**src/rtl/bus_timer3_pkg.sv**
```systemverilog
// Shared definitions for the three-channel bus timer: mode encodings,
// channel count and control-register field positions.
package bus_timer3_pkg;

  typedef enum logic [1:0] {
    ONESHOT = 2'b00,
    RATE    = 2'b01,
    SQUARE  = 2'b10,
    HOLD    = 2'b11
  } mode_e;

  localparam int unsigned NUM_CH   = 3;
  localparam int unsigned SEL_LSB  = 0;
  localparam int unsigned SEL_MSB  = 1;
  localparam int unsigned MODE_LSB = 2;
  localparam int unsigned MODE_MSB = 3;
  localparam int unsigned EN_BIT   = 4;

endpackage

```
**src/rtl/timer_channel.sv**
```systemverilog
// One timer channel: 32-bit down-counter with reload, mode and enable,
// producing a one-shot, rate or square-wave output level.
module timer_channel
  import bus_timer3_pkg::*;
(
  input  logic        clk,
  input  logic        rst,
  input  logic        load,
  input  logic [31:0] data,
  input  logic        cfg_we,
  input  mode_e       cfg_mode,
  input  logic        cfg_en,
  output logic [31:0] count,
  output logic        out
);

  logic [31:0] reload;
  mode_e       mode;
  logic        en;
  mode_e       eff_mode;
  logic [31:0] count_nx;
  logic        out_nx;

  // A load wins over a control write and over the tick; when both writes hit
  // this channel together, the freshly written mode decides the load's out level.
  always_comb begin
    count_nx = count;
    out_nx   = out;
    eff_mode = cfg_we ? cfg_mode : mode;
    if (load) begin
      count_nx = data;
      out_nx   = (eff_mode == SQUARE);
    end else if (cfg_we) begin
      out_nx = 1'b0;
    end else if (en) begin
      case (mode)
        ONESHOT: begin
          if (count != '0) count_nx = count - 32'd1;
          else             out_nx   = 1'b1;
        end
        RATE: begin
          if (count <= 32'd1) begin
            count_nx = reload;
            out_nx   = 1'b1;
          end else begin
            count_nx = count - 32'd1;
            out_nx   = 1'b0;
          end
        end
        SQUARE: begin
          if (count <= 32'd1) begin
            count_nx = reload;
            out_nx   = ~out;
          end else begin
            count_nx = count - 32'd1;
          end
        end
        default: ;
      endcase
    end
  end

  always_ff @(posedge clk or posedge rst) begin
    if (rst) begin
      count  <= '0;
      reload <= '0;
      mode   <= ONESHOT;
      en     <= 1'b0;
      out    <= 1'b0;
    end else begin
      count <= count_nx;
      out   <= out_nx;
      if (load) reload <= data;
      if (cfg_we) begin
        mode <= cfg_mode;
        en   <= cfg_en;
      end
    end
  end

endmodule

```
**src/rtl/bus_timer3.sv**
```systemverilog
// Three-channel bus timer: control-register decode, channel select and
// zero-latency read mux over three timer_channel instances.
module bus_timer3
  import bus_timer3_pkg::*;
(
  input  logic        clk,
  input  logic        rst,
  input  logic        counter_we,
  input  logic        ctrl_we,
  input  logic [31:0] Peripheral_in,
  output logic [31:0] counter_out,
  output logic        counter0_out,
  output logic        counter1_out,
  output logic        counter2_out
);

  logic [1:0]  sel;
  logic [1:0]  new_sel;
  logic        ctrl_ok;
  mode_e       new_mode;
  logic        new_en;
  logic [31:0] counts [NUM_CH];
  logic [NUM_CH-1:0] outs;

  assign new_sel  = Peripheral_in[SEL_MSB:SEL_LSB];
  assign new_mode = mode_e'(Peripheral_in[MODE_MSB:MODE_LSB]);
  assign new_en   = Peripheral_in[EN_BIT];
  assign ctrl_ok  = ctrl_we && (new_sel != 2'd3);

  always_ff @(posedge clk or posedge rst) begin
    if (rst)          sel <= '0;
    else if (ctrl_ok) sel <= new_sel;
  end

  // Loads address the pre-write sel; control writes address the new sel.
  for (genvar i = 0; i < NUM_CH; i++) begin : g_ch
    timer_channel u_ch (
      .clk      (clk),
      .rst      (rst),
      .load     (counter_we && (sel == 2'(i))),
      .data     (Peripheral_in),
      .cfg_we   (ctrl_ok && (new_sel == 2'(i))),
      .cfg_mode (new_mode),
      .cfg_en   (new_en),
      .count    (counts[i]),
      .out      (outs[i])
    );
  end

  always_comb begin
    counter_out = '0;
    for (int unsigned i = 0; i < NUM_CH; i++) begin
      if (sel == 2'(i)) counter_out = counts[i];
    end
  end

  assign counter0_out = outs[0];
  assign counter1_out = outs[1];
  assign counter2_out = outs[2];

endmodule

```
**config.mk**
```make
export PLATFORM = sky130hd
export DESIGN_NAME = bus_timer3
export DESIGN_NICKNAME = d
export VERILOG_FILES = /design/src/rtl/bus_timer3_pkg.sv /design/src/rtl/timer_channel.sv /design/src/rtl/bus_timer3.sv
export SDC_FILE = /design/constraint.sdc
export NUM_CORES = 1
export LEC_CHECK = 0
export BUFFER_PORTS_ARGS = -buffer_cell sky130_fd_sc_hd__buf_4
export CAP_MARGIN = 10
export CORE_MARGIN = 2
export CORE_UTILIZATION = 45
export DETAILED_ROUTE_END_ITERATION = 12
export PLACE_DENSITY_LB_ADDON = 0.05
export SETUP_SLACK_MARGIN = 0.05
export SYNTH_ARGS = -nofsm -noshare
export SYNTH_HDL_FRONTEND = slang
export SYNTH_SLANG_ARGS = --single-unit
```
**constraint.sdc**
```tcl
create_clock -name clk -period 6.79 [get_ports clk]
set_input_delay 1.358 -clock clk [delete_from_list [all_inputs] [get_ports clk]]
set_output_delay 1.358 -clock clk [all_outputs]
set_load 0.1 [all_outputs]
```
==> impl_metrics.tcl <==
set metrics [dict create \
    crit_chain "nor2b_2 -> buf_4 -> nand2_1 -> o21ai_0 -> buf_4" \
    start_util_pct 45.9 \
    clock_latency_ns 0.54 \
    syn2layout_area_growth_pct 12.0 \
    ys_ff_latch 206 \
    vias 11600 \
    cts_sinks 206 \
    maxSlewViolCount 0 \
    routedWlPerCell_um 22.6 \
    cp_max_fo 39 \
    antenna_cells 0 \
    fmax_ghz 0.225 \
    cp_slowest_stage_delay_ns 0.89 \
    rsz0062_at_grt "false" \
    maxCapViolations 0 \
    cts_tree "yes" \
    cp-start-kind "flop" \
    path_clk_slew_ns 0.06 \
    synth-seq-area-share_pct 41.6 \
    syn_area_per_cell_sq_um 8.23 \
    fin_skew_ns 0.0124 \
    grt_pass1_wl_um 65000 \
    viasPerCell 6.19 \
    dr.pass1.iters 5 \
    fin_util_pct 51.5 \
    yosysUniqueCellTypes 73 \
    ys_warn_count 0 \
    grtUsageTotal_pct 29.2 \
    synth-edff-count 0 \
    yosysTopAreaCell "dfrtp_1" \
    dominantRegCellSynth "dfrtp_1" \
    place_congestion 0.871 \
    worst_hold_slack_ns 0.470 \
    cts_made_buffers 25 \
    dieArea_sq_um 28900 \
    post_cts_buffers 0 \
    pin_count 71 \
    cts_root_buffer "clkbuf_16" \
    final_layout_size_suffix_gt1_share_pct 11.9 \
    grt_pass1_vias 10800 \
    ant_nets 0 \
    path_class "flop to primary output" \
    setup_viol 0 \
    io_buffers 70 \
    async_flop_share_pct 100 \
    syn_nets 1561 \
    rows 60 \
    synth_area_leaders "dfrtp_1 (42%), nand2_1 (11%), o21ai_0 (4.6%)" \
    synth_top_area_share_pct 41.6 \
    grt_max_degree 97 \
    relSlewSlack_pct 16.4 \
    cp.arrival_ns 3.09 \
    min_period_ns 4.45 \
    synthCells 1504 \
    core-area_sq_um 27000 \
    die_w_um 170 \
    syn-cell-area_sq_um 12400 \
    antenna_found_initial 0 \
    worst_pin_slew_ns 1.25 \
    crit_slowest_cell "nor2b_2" \
    die_h_um 170 \
    final.setup.tns_ns 0 \
    powerDensity_nw_per_um2 405 \
    crit_required_ns 5.43 \
    cp-end-kind "primary output" \
    hold_violations 0 \
    crit_top_cell "buf_4" \
    leakage_nw 6.30 \
    ir_drop_v 0.000234 \
    worstHoldPathType "flop to flop" \
    hpwlAfterDp_um 28900 \
    cts_resized 0 \
    first_iter_violations 1005 \
    htree_levels 1 \
    status "completed" \
    nets 1572 \
    hold_buffers 0 \
    drc_errors 0 \
    routed_wl_um 42400 \
    finalCritPeriodShare_pct 65.5 \
    grt-ovfl-total 0 \
    cts_buffer_depth 3 \
]
[per-stage QoR]
step	worst slack, ns	power [W]	std cells	area [sq um]
2_1_floorplan	2.05	0.00361	1504	12400
3_5_place_dp	2.88	0.00428	1829	13100
5_1_grt	2.19	0.00592	1873	13900
6_report	2.34	0.00562	1873	13900
3_3_place_gp	2.91	0.00425	1829	13100
4_1_cts	2.32	0.00562	1873	13900
[routing by layer]
| layer | track usage (%) | routed length [um] | share of wire [%] |
|---|---|---|---|
| met1 | 43.5 | 19600 | 46 |
| met2 | 44.6 | 18600 | 44 |
| met3 | 3.00 | 2970 | 7.0 |
| met4 | 9.55 | 1240 | 2.9 |
| met5 | 0 | 0 | 0 |
[report_power, final]
group | internal, W | switching, W | total [W] | leakage (nW)
Combinational | 0.000706 | 0.00150 | 0.00220 | 3.33
Sequential | 0.00159 | 0.000504 | 0.00210 | 2.56
Clock | 0.000781 | 0.000542 | 0.00132 | 0.405
Total | 0.00308 | 0.00254 | 0.00562 | 6.30
[logic make-up after synthesis]
group                      synth area share (%)
AOI/OAI and AO/OA                          19.1
xor gates and xnor gates                   1.77
adders and majority gates                  2.12
buffers and inverters                      4.99
DFF                                        41.6
muxes                                      4.00
and+or+nand+nor                            26.4
[placed cells by master (no fill, tap or decap), types with 16 or more instances in the layout]
master     Yosys  routed
o31ai_1       16      16
buf_4          2      93
or4_1         17      17
inv_1         32      31
o21ai_0      113     113
nor3_1        52      51
mux2i_1       36      36
nand2_1      373     373
o211ai_1      28      28
nor4_1        32      31
or3_1         20      20
nor2_1       115     113
ha_1          21      21
clkbuf_16      0      25
a21oi_1       51      51
a2bb2oi_1     24      24
nand3_1       36      36
xnor2_1       16      16
dfrtp_1      206     205
[cell usage after synthesis, drive strengths merged (9+ instances only)]
master   count
or3         20
nor4        35
or2         10
or4         19
nand4       11
nand3       36
clkbuf      76
mux2        12
nand2      373
xor2         9
nor2       115
o31a        11
dfrtp      206
o211ai      28
buf         34
o21ai      128
inv         32
o41ai       16
nor3        53
o32a        10
ha          21
a2bb2oi     24
a21oi       52
o31ai       17
xnor2       16
mux2i       36
[layout make-up]
class | count | area (sq um)
sequential | 206 | 5160
fill | 2598 | 13100
clock buffer | 39 | 778
timing repair buffer | 94 | 718
clock inverter | 5 | 28.8
inverter | 32 | 124
multi-input combinational | 1156 | 6640
tap | 341 | 427
[flip-flops by register name (all words and copies together), names as in the netlist]
name	count
g_ch.u_ch.count	96
g_ch.u_ch.out	3
g_ch.u_ch.en	3
sel	2
g_ch.u_ch.mode	6
g_ch.u_ch.reload	96
[path summary, 6_finish.rpt]
kind / startpoint / to / slack, ns / cells after the start
worst min register to register: g_ch[1].u_ch.reload[31] / g_ch[1].u_ch.reload[31] / 0.47 / 2
max in group asynchronous: rst / sel[0] / 4.28 / 3
worst max register to register: g_ch[2].u_ch.count[9] / g_ch[2].u_ch.count[14] / 2.89 / 6
worst min-delay path: g_ch[1].u_ch.reload[31] / g_ch[1].u_ch.reload[31] / 0.47 / 2
min in group asynchronous: rst / g_ch[2].u_ch.count[25] / 1.01 / 2
worst max-delay path: sel[0] / counter_out[9] / 2.34 / 5
[critical path: cells and delay by family, from the launching register on]
kind                   cells  cell delay (ns)
AND/OR/NAND/NOR            2             0.95
buffers and inverters      2             0.67
flip-flops                 1             0.80
AO/OA/AOI/OAI              1             0.12
Power figures use the tool's default switching activity.
